==> config.mk <==
export PLATFORM = sky130hd
export DESIGN_NAME = lag_tracker
export DESIGN_NICKNAME = d
export VERILOG_FILES = /design/src/rtl/lag_tracker.sv
export SDC_FILE = /design/constraint.sdc
export NUM_CORES = 1
export LEC_CHECK = 0
export CAP_MARGIN = 20
export CORE_MARGIN = 5
export CORE_UTILIZATION = 35
export CTS_CLUSTER_SIZE = 28
export DETAILED_ROUTE_END_ITERATION = 7
export GPL_TIMING_DRIVEN = 0
export SETUP_SLACK_MARGIN = 0.4
export SLEW_MARGIN = 10
export SYNTH_ARGS = -nofsm -noshare
export SYNTH_HDL_FRONTEND = slang
export SYNTH_SLANG_ARGS = --single-unit
==> constraint.sdc <==
create_clock -name clk -period 8.1 [get_ports clk]
set_input_delay 0.81 -clock clk [delete_from_list [all_inputs] [get_ports clk]]
set_output_delay 0.81 -clock clk [all_outputs]
set_load 0.02 [all_outputs]
==> src/rtl/lag_tracker.sv <==
// Windowed lead/lag integrator behind the PDM cross-correlator.
// Steps a saturating signed lag estimate once per window, with hysteresis.
module lag_tracker #(
  parameter int MAX_LAG = 127,
  parameter int LAG_W   = 8,
  parameter int CNT_W   = 9,
  parameter int SUM_W   = 16
) (
  input  logic                    clk,
  input  logic                    rst,
  input  logic                    en,
  input  logic                    sample_en,
  input  logic                    pos,
  input  logic                    neg,
  input  logic [7:0]              corr,
  input  logic [7:0]              window,
  input  logic [7:0]              thresh,
  input  logic                    lag_ready,
  output logic                    lag_valid,
  output logic signed [LAG_W-1:0] lag_out,
  output logic [1:0]              dir_out,
  output logic [SUM_W-1:0]        corr_sum,
  output logic                    dropped
);

  localparam logic [1:0] IDLE   = 2'd0;
  localparam logic [1:0] ACCUM  = 2'd1;
  localparam logic [1:0] DECIDE = 2'd2;
  localparam logic [1:0] HOLD   = 2'd3;

  localparam logic signed [LAG_W-1:0] LMAX = LAG_W'(MAX_LAG);
  localparam logic signed [LAG_W-1:0] LMIN = LAG_W'(-MAX_LAG);

  logic [1:0]              state_q, state_d;
  logic [CNT_W-1:0]        win_q, win_d;
  logic [CNT_W-1:0]        pos_q, pos_d;
  logic [CNT_W-1:0]        neg_q, neg_d;
  logic [CNT_W-1:0]        smp_q, smp_d;
  logic [SUM_W-1:0]        acc_q, acc_d;
  logic signed [LAG_W-1:0] lag_q, lag_d;
  logic [1:0]              dir_q, dir_d;
  logic [SUM_W-1:0]        sum_q, sum_d;
  logic                    vld_q, vld_d;
  logic                    drp_q, drp_d;

  logic [CNT_W-1:0] win_ld;
  logic [CNT_W-1:0] smp_inc;
  logic [CNT_W:0]   p_ext;
  logic [CNT_W:0]   n_ext;
  logic [CNT_W:0]   t_ext;
  logic             go_up;
  logic             go_dn;

  // A zero window encodes 256 samples.
  assign win_ld  = (window == 8'd0) ? CNT_W'(256) : CNT_W'(window);
  assign smp_inc = smp_q + CNT_W'(1);

  // One extra bit so count + thresh cannot wrap.
  assign p_ext = {1'b0, pos_q};
  assign n_ext = {1'b0, neg_q};
  assign t_ext = (CNT_W+1)'(thresh);
  assign go_up = p_ext > (n_ext + t_ext);
  assign go_dn = n_ext > (p_ext + t_ext);

  always_comb begin
    state_d = state_q;
    win_d   = win_q;
    pos_d   = pos_q;
    neg_d   = neg_q;
    smp_d   = smp_q;
    acc_d   = acc_q;
    lag_d   = lag_q;
    dir_d   = dir_q;
    sum_d   = sum_q;
    vld_d   = vld_q;
    drp_d   = drp_q;
    unique case (state_q)
      IDLE: begin
        pos_d = '0;
        neg_d = '0;
        smp_d = '0;
        acc_d = '0;
        if (en) begin
          state_d = ACCUM;
          win_d   = win_ld;
        end
      end
      ACCUM: begin
        if (!en) begin
          state_d = IDLE;
        end else if (sample_en) begin
          pos_d = pos_q + CNT_W'(pos);
          neg_d = neg_q + CNT_W'(neg);
          acc_d = acc_q + SUM_W'(corr);
          smp_d = smp_inc;
          if (smp_inc == win_q) state_d = DECIDE;
        end
      end
      DECIDE: begin
        if (go_up) begin
          dir_d = 2'b01;
          if (lag_q != LMAX) lag_d = lag_q + LAG_W'(1);
        end else if (go_dn) begin
          dir_d = 2'b10;
          if (lag_q != LMIN) lag_d = lag_q - LAG_W'(1);
        end else begin
          dir_d = 2'b00;
        end
        sum_d   = acc_q;
        vld_d   = 1'b1;
        state_d = HOLD;
        if (sample_en && en) drp_d = 1'b1;
      end
      HOLD: begin
        if (sample_en && en) drp_d = 1'b1;
        if (lag_ready) begin
          vld_d   = 1'b0;
          pos_d   = '0;
          neg_d   = '0;
          smp_d   = '0;
          acc_d   = '0;
          win_d   = win_ld;
          state_d = en ? ACCUM : IDLE;
        end
      end
      default: state_d = IDLE;
    endcase
  end

  always_ff @(posedge clk) begin
    if (!rst) begin
      state_q <= IDLE;
      win_q   <= '0;
      pos_q   <= '0;
      neg_q   <= '0;
      smp_q   <= '0;
      acc_q   <= '0;
      lag_q   <= '0;
      dir_q   <= 2'b00;
      sum_q   <= '0;
      vld_q   <= 1'b0;
      drp_q   <= 1'b0;
    end else begin
      state_q <= state_d;
      win_q   <= win_d;
      pos_q   <= pos_d;
      neg_q   <= neg_d;
      smp_q   <= smp_d;
      acc_q   <= acc_d;
      lag_q   <= lag_d;
      dir_q   <= dir_d;
      sum_q   <= sum_d;
      vld_q   <= vld_d;
      drp_q   <= drp_d;
    end
  end

  assign lag_valid = vld_q;
  assign lag_out   = lag_q;
  assign dir_out   = dir_q;
  assign corr_sum  = sum_q;
  assign dropped   = drp_q;

endmodule

==> qor.txt, run 1 <==
===================================================================================
Outcome .............................................................. finished clean
Power density relative to cell area ..................................   164 nW/um2
HPWL after detailed placement ........................................     10400 um
Static leakage .......................................................      2.50 nW
Sequential cell fraction of total power ..............................        41.6%
Fraction of layout instances using a drive strength above 1 ..........        5.29%
WP data required .....................................................      8370 ps
Area used by multi-input combinational logic .........................     3420 um2
Die X-Extent .........................................................       133 um
Register area share after synthesis ..................................        31.3%
Die Outline Area .....................................................    17600 um2
Number of standard cells after synthesis .............................          607
Largest net degree at the start of global routing ....................           15
Worst path max stage delay ...........................................       510 ps
Maximum VDD drop .....................................................    0.0778 mV
Count of placed standard cells in the final layout, fillers left out .          865
FMAX .................................................................    0.192 GHz
Ys flop type .........................................................      dfxtp_1
Instance count after placement with tap cells included ...............          849
Unrepaired setup endpoints after global routing ......................        false
Number of vias after detailed routing ................................         4508
Max-slew violation total from the final report .......................            0
Int Power ............................................................     0.714 mW
Post-CTS repair timing setup buffer count ............................            0
Total wire length after detailed routing .............................     13200 um
Routability Congestion ...............................................        0.823
Global-route wire length before repair ...............................     21600 um
Worst Path Arrival ...................................................      5480 ps
End-of-flow core utilization .........................................        43.3%
Post-DRT Antenna Nets ................................................            0
Classification of the worst-slack hold path ..........................   reg -> reg
Master of the slowest instance on the critical path .................. clkdlybuf4s50_1
Sum of negative setup slack ..........................................         0 ps
Resize count post-CTS ................................................            0
WHS ..................................................................       458 ps
FF/Latch Area ........................................................     1640 um2
Share of the clock period used by the worst path after layout ........        64.2%
Portion of total power attributed to the clock network ...............        36.9%
Register bit count reported by yosys .................................           82
Post-layout min period ...............................................      5200 ps
CTS sink cnt .........................................................           82
Clock Latency Late Sink ..............................................       340 ps
Buffers from clock root to sink, at most .............................            2
Number of antenna violations at the first check in global routing ....            0
Average instance area after synthesis ................................     8.65 um2
Height of the die ....................................................       133 um
Vias in the first global route .......................................         4491
Synth-to-Final Area Change ...........................................        20.8%
DRC violations left ..................................................            0
Reg clk slew, reported paths .........................................        70 ps
Mapped cell area .....................................................     5250 um2
Clock tree skew after final layout ...................................      11.4 ps
IO Port Bufs .........................................................           58
Total core area ......................................................    14600 um2
Quantity of hold-fixing buffers added after cts ......................            0
Number of detailed-routing iterations run before antenna repair ......            4
All-Layer GR Usage ...................................................        14.9%
Headroom to the max-slew limit .......................................        45.3%
Count of nets after finishing ........................................          769
Antenna Cells ........................................................            0
Startpoint kind of the worst setup timing path ....................... primary input
Switching Fraction ...................................................        31.3%
Netlist cell types ...................................................           65
Number of maximum-capacitance constraint violations ..................            0
Worst path buffer plus inverter count ................................            2
Effective utilization at floorplan ...................................        35.9%
# setup viols final ..................................................            0
Biggest fanout along the worst timing path ...........................           10
Count of boundary I/O pins ...........................................           59
Gr ovfl total ........................................................            0
Deepest level of the CTS H-tree ......................................            3
Power dissipated by switching net loads ..............................     0.325 mW
Cell Rows ............................................................           44
Cell at the root of the clock tree ...................................    clkbuf_16
Actual transition at the worst max-transition pin ....................       821 ps
Final Total Pwr ......................................................      1.04 mW
Filler Cells Inserted ................................................         1462
Setup CP Type ........................................................    in -> reg
Starting DRC count in detailed routing ...............................          177
Number of vias per cell after detailed routing .......................         5.21
Count of yosys warnings during synthesis .............................            0
Final count of hold timing violations ................................            0
Clock buffers created by TritonCTS ...................................            9
Kind of cell adding the most delay to the critical path .............. compound AO/OA/AOI/OAI gates
Wire per inst ........................................................      15.2 um
Net count after synthesis ............................................          700
Crit path capture type ...............................................         flop
Chain of cells forming the critical path ............................. clkdlybuf4s50_1 > ha_1 > inv_1 > fa_1 > nor2b_1 > o21ai_0 > nand2b_1 > a21o_1 > a21o_1 > a31oi_1 > xnor2_1 > ha_1 > o21ai_0 > a22oi_2 > o221ai_1 > a211o_2 > ha_1 > a21oi_1 > o211ai_1 > o41ai_1 > nor3_1 > a31oi_1 > mux2i_1
Share of synthesized registers carrying an async set or reset ........           0%
Number of synthesized flops with an enable pin .......................            0
Clock tree from TritonCTS ............................................         done
Combinational fraction of design power ...............................        21.5%
Crit path top cell by count ..........................................         ha_1
===================================================================================
-- worst paths after layout --
path	cells after the start	from	end	slack, ps
setup reg to reg	20	neg_q[2]$_SDFFE_PN0P_	lag_out[7]$_SDFFE_PN0P_	3420
hold / removal	2	dropped$_SDFFE_PN0P_	dropped$_SDFFE_PN0P_	460
setup / recovery	23	thresh[0]	lag_out[7]$_SDFFE_PN0P_	2900
hold reg to reg	2	dropped$_SDFFE_PN0P_	dropped$_SDFFE_PN0P_	460
-- synthesized netlist by cell type, drive strengths merged (13+ instances only) --
cell type  instances  area, um2
dfxtp             82       1640
a21oi             39        203
nand2             24       92.6
nor2              89        337
nand3             33        170
o21ai             30        150
a22oi             13        103
mux2i             26        260
xnor2             21        184
xor2              32        288
inv               26       97.6
ha                58        726
-- placed cells by master, fill, tap and decap left out, types with 3 or more instances in the layout --
cell type        count
dfxtp_1             82
clkbuf_16            9
xnor2_1             21
nor3_1              10
o31ai_1              3
a21o_1              10
o211ai_1             4
nor2b_1              9
fa_1                 4
clkbuf_1            11
nand2b_1             6
mux2i_1             26
o21a_1               5
o21ai_0             26
xor2_1              31
o41ai_1              3
o21ai_1              4
buf_1                3
or3_1                7
nand4_1              9
a21oi_1             37
and3_1               7
a22oi_1             12
nand2_1             23
buf_6                3
inv_1               25
nand3_1             32
clkdlybuf4s50_1     58
nor2_1              88
ha_1                58
o21bai_1             3
nor4_1               4
-- state kept, by name, summed over array words and instances (netlist names), named ones only --
signal,flops
acc_q,16
corr_sum,16
neg_q,9
pos_q,9
smp_q,9
win_q,9
lag_out,8
dir_out,2
dropped,1
lag_valid,1
state_q,1
-- layout make-up --
| cell class | instances | area share, % |
|---|---|---|
| buffer | 18 | 1.44 |
| clock buffer | 10 | 3.77 |
| clock inverter | 6 | 0.670 |
| inverter | 27 | 1.60 |
| multi-input combinational | 480 | 53.9 |
| sequential | 82 | 25.9 |
| tap | 184 | 3.63 |
| timing repair buffer | 58 | 9.15 |
-- worst min-delay path: cells and delay by family, from the launching register on --
kind            cells  cell delay, ps
flops               1             320
buf+inv             1              50
compound gates      1              50
-- cells by family (layout without fill, tap and decap cells) --
family	count (synthesis)	in the layout	share of synthesized area, %
XOR/XNOR	53	53	8.98
flip-flops	82	82	31.3
AND/OR/NAND/NOR	208	208	19.3
AO/OA/AOI/OAI	130	130	16.2
buffers and inverters	45	119	3.67
adder cells (fa/ha/maj)	62	62	15.3
multiplexers	27	27	5.24
-- metal layers --
metal | global-route usage, % | up-vias | part of all wire (%)
li1 | - | 2309 | -
met3 | 1.97 | 16 | 3.4
met2 | 25.4 | 65 | 48
met1 | 19.1 | 2118 | 47
met4 | 5.48 | 0 | 1.6
met5 | 0 | - | 0
-- per-stage QoR --
stage | instance area, um2 | setup slack [ps]
floorplan | 5250 | 3590
global placement | 6060 | 2680
detailed placement | 6060 | 2560
CTS | 6340 | 2900
global route | 6340 | 2600
finish | 6340 | 2900
-- power by group through the flow --
| stage | logic, mW | clock network, mW | registers [mW] |
|---|---|---|---|
| floorplan | 0.157 | 0 | 0.437 |
| global placement | 0.221 | 0 | 0.441 |
| detailed placement | 0.225 | 0 | 0.441 |
| CTS | 0.226 | 0.394 | 0.432 |
| global route | 0.252 | 0.410 | 0.434 |
| finish | 0.224 | 0.384 | 0.432 |
Power figures use the tool's default switching activity.
==> run 2, diff against run 1 <==
Clock period 8.1 ns to 4.9 ns, I/O delays scaled along.
==> run 2 against run 1 <==
  * Sequential power up 65%
  * Routed wire length up 1.1%
  * Utilization up 0.90 points
  * Total power up 66%
  * Via count up 0.82%
  * Flip-flop and latch count unchanged
  * Worst hold slack about the same
  * Die area unchanged
  * Critical path type unchanged
  * Register-to-register slack worse by 2800 ps
  * Worst setup slack worse by 2300 ps
  * Clock-buffer cell count unchanged
==> qor.txt, run 2 (same netlist as run 1, synthesis figures left out) <==
================================================================================
Outcome ........................................................... finished clean
Buffers from clock root to sink, at most ..........................            2
Post-DRT Antenna Nets .............................................            0
All-Layer GR Usage ................................................        15.0%
Largest net degree at the start of global routing .................           15
Number of vias per cell after detailed routing ....................         5.23
Deepest level of the CTS H-tree ...................................            3
Kind of cell adding the most delay to the critical path ........... compound AO/OA/AOI/OAI gates
End-of-flow core utilization ......................................        44.2%
Setup CP Type .....................................................    in -> reg
IO Port Bufs ......................................................           58
Sequential cell fraction of total power ...........................        41.5%
Number of vias after detailed routing .............................         4545
Worst Path Arrival ................................................      4580 ps
Number of maximum-capacitance constraint violations ...............            0
Effective utilization at floorplan ................................        35.9%
Share of the clock period used by the worst path after layout .....        87.9%
Headroom to the max-slew limit ....................................        44.7%
Total wire length after detailed routing ..........................     13300 um
Global-route wire length before repair ............................     21800 um
Final Total Pwr ...................................................      1.72 mW
Crit path capture type ............................................         flop
DRC violations left ...............................................            0
Number of antenna violations at the first check in global routing .            0
Cell at the root of the clock tree ................................    clkbuf_16
Count of boundary I/O pins ........................................           59
Cell Rows .........................................................           44
Starting DRC count in detailed routing ............................          215
# setup viols final ...............................................            0
Reg-to-reg slack, setup ...........................................       640 ps
HPWL after detailed placement .....................................     10400 um
Total core area ...................................................    14600 um2
Final count of hold timing violations .............................            0
Switching Fraction ................................................        31.4%
Maximum VDD drop ..................................................     0.130 mV
Max-slew violation total from the final report ....................            0
Unrepaired setup endpoints after global routing ...................         true
Clock Latency Late Sink ...........................................       340 ps
Routability Congestion ............................................        0.823
Crit path top cell by count .......................................         ha_1
Area used by multi-input combinational logic ......................     3520 um2
Die X-Extent ......................................................       133 um
Master of the slowest instance on the critical path ............... clkdlybuf4s50_1
Gr ovfl total .....................................................            0
Portion of total power attributed to the clock network ............        36.9%
Clock tree from TritonCTS .........................................         done
Actual transition at the worst max-transition pin .................       829 ps
Chain of cells forming the critical path .......................... clkdlybuf4s50_1 > ha_1 > o21a_1 > o31a_1 > o21ai_0 > nand2b_1 > a21oi_1 > xor2_1 > ha_1 > o21ai_1 > a22oi_2 > o221ai_2 > a211o_4 > ha_1 > nand3_1 > o211ai_1 > o41ai_2 > nor3_1 > a31oi_1 > mux2i_1
Static leakage ....................................................      2.53 nW
Power dissipated by switching net loads ...........................     0.540 mW
Clock tree skew after final layout ................................      11.7 ps
Startpoint kind of the worst setup timing path .................... primary input
WP data required ..................................................      5170 ps
Number of detailed-routing iterations run before antenna repair ...            4
Commonest non-fill, non-tap cells in the layout ................... nor2_1 (88), dfxtp_1 (79), clkdlybuf4s50_1 (55)
Worst path buffer plus inverter count .............................            1
Antenna Cells .....................................................            0
Clock buffers created by TritonCTS ................................            9
Filler Cells Inserted .............................................         1447
Power density relative to cell area ...............................   266 nW/um2
FMAX ..............................................................    0.232 GHz
Synth-to-Final Area Change ........................................        23.3%
Die Outline Area ..................................................    17600 um2
Post-layout min period ............................................      4310 ps
Biggest fanout along the worst timing path ........................            6
Most common cell after layout, fill and taps aside ................       nor2_1
Count of nets after finishing .....................................          773
Vias in the first global route ....................................         4541
CTS sink cnt ......................................................           82
Wire per inst .....................................................      15.3 um
FF/Latch Area .....................................................     1650 um2
Reg clk slew, reported paths ......................................        70 ps
Worst path max stage delay ........................................       440 ps
Classification of the worst-slack hold path .......................   reg -> reg
Int Power .........................................................      1.18 mW
Combinational fraction of design power ............................        21.6%
Height of the die .................................................       133 um
Fraction of layout instances using a drive strength above 1 .......        8.47%
================================================================================
==> run 2: changes by cell type in the layout (fill, tap and decap cells not counted), sizes merged <==
cell	change
buf	+4
clkdlybuf4s50	-3
dlygate4sd2	+3
==> run 2: routing by layer <==
| metal | vias to the layer above | GRT usage [%] | share of wire [%] |
|---|---|---|---|
| met2 | 57 | 25.8 | 49 |
| met3 | 12 | 1.97 | 2.2 |
| met4 | 0 | 5.43 | 1.3 |
| met5 | - | 0 | 0 |
| met1 | 2155 | 19.3 | 48 |
| li1 | 2321 | - | - |
==> run 2: timing repair <==
| item | CTS | global route |
|---|---|---|
| buffers inserted | 3 | 1 |
| hold buffers | 0 | 0 |
| resized for setup | 15 | 12 |
| pin swaps | 6 | 9 |
| setup endpoints to repair | 3 | 2 |
==> run 2: worst paths after layout <==
check / cells after the start / to / startpoint
worst max-delay path: 20 / lag_out[7]$_SDFFE_PN0P_ / thresh[3]
worst min-delay path: 2 / dropped$_SDFFE_PN0P_ / dropped$_SDFFE_PN0P_
worst max register to register: 22 / lag_out[7]$_SDFFE_PN0P_ / neg_q[0]$_SDFFE_PN0P_
worst min register to register: 2 / dropped$_SDFFE_PN0P_ / dropped$_SDFFE_PN0P_
==> run 2: power by group through the flow <==
stage	clock network, mW	logic, mW	registers [mW]
global route	0.677	0.419	0.717
global placement	0	0.365	0.729
floorplan	0	0.259	0.722
detailed placement	0	0.372	0.730
CTS	0.651	0.375	0.714
finish	0.635	0.372	0.714
==> run 2: through the flow <==
stage / worst slack (ps) / std cells / area [um2] / TNS, ps / hold slack [ps]
after detailed placement: -323 / 849 / 6060 / -589 / 454
final: 592 / 869 / 6480 / 0 / 458
after global routing: 361 / 869 / 6480 / 0 / 490
after CTS: 484 / 868 / 6420 / 0 / 463
after floorplan: 706 / 607 / 5250 / 0 / 458
after global placement: -203 / 849 / 6060 / -337 / 445
==> run 2: cell type report <==
cell class	instances	share of cell area, %
Clock buffer	10	3.69
Inverter	27	1.56
Multi-Input combinational cell	480	54.3
Sequential cell	82	25.4
Timing Repair Buffer	62	9.37
Tap cell	184	3.55
Buffer	18	1.41
Clock inverter	6	0.657
==> run 2: worst reg2reg max path: cells and delay by family (launching register included) <==
kind	cells	cell delay (ps)
compound gates	11	1840
fa+ha+maj	4	1200
simple gates	4	420
flops	1	370
mux	1	190
xor+xnor	1	140
buf+inv	1	50
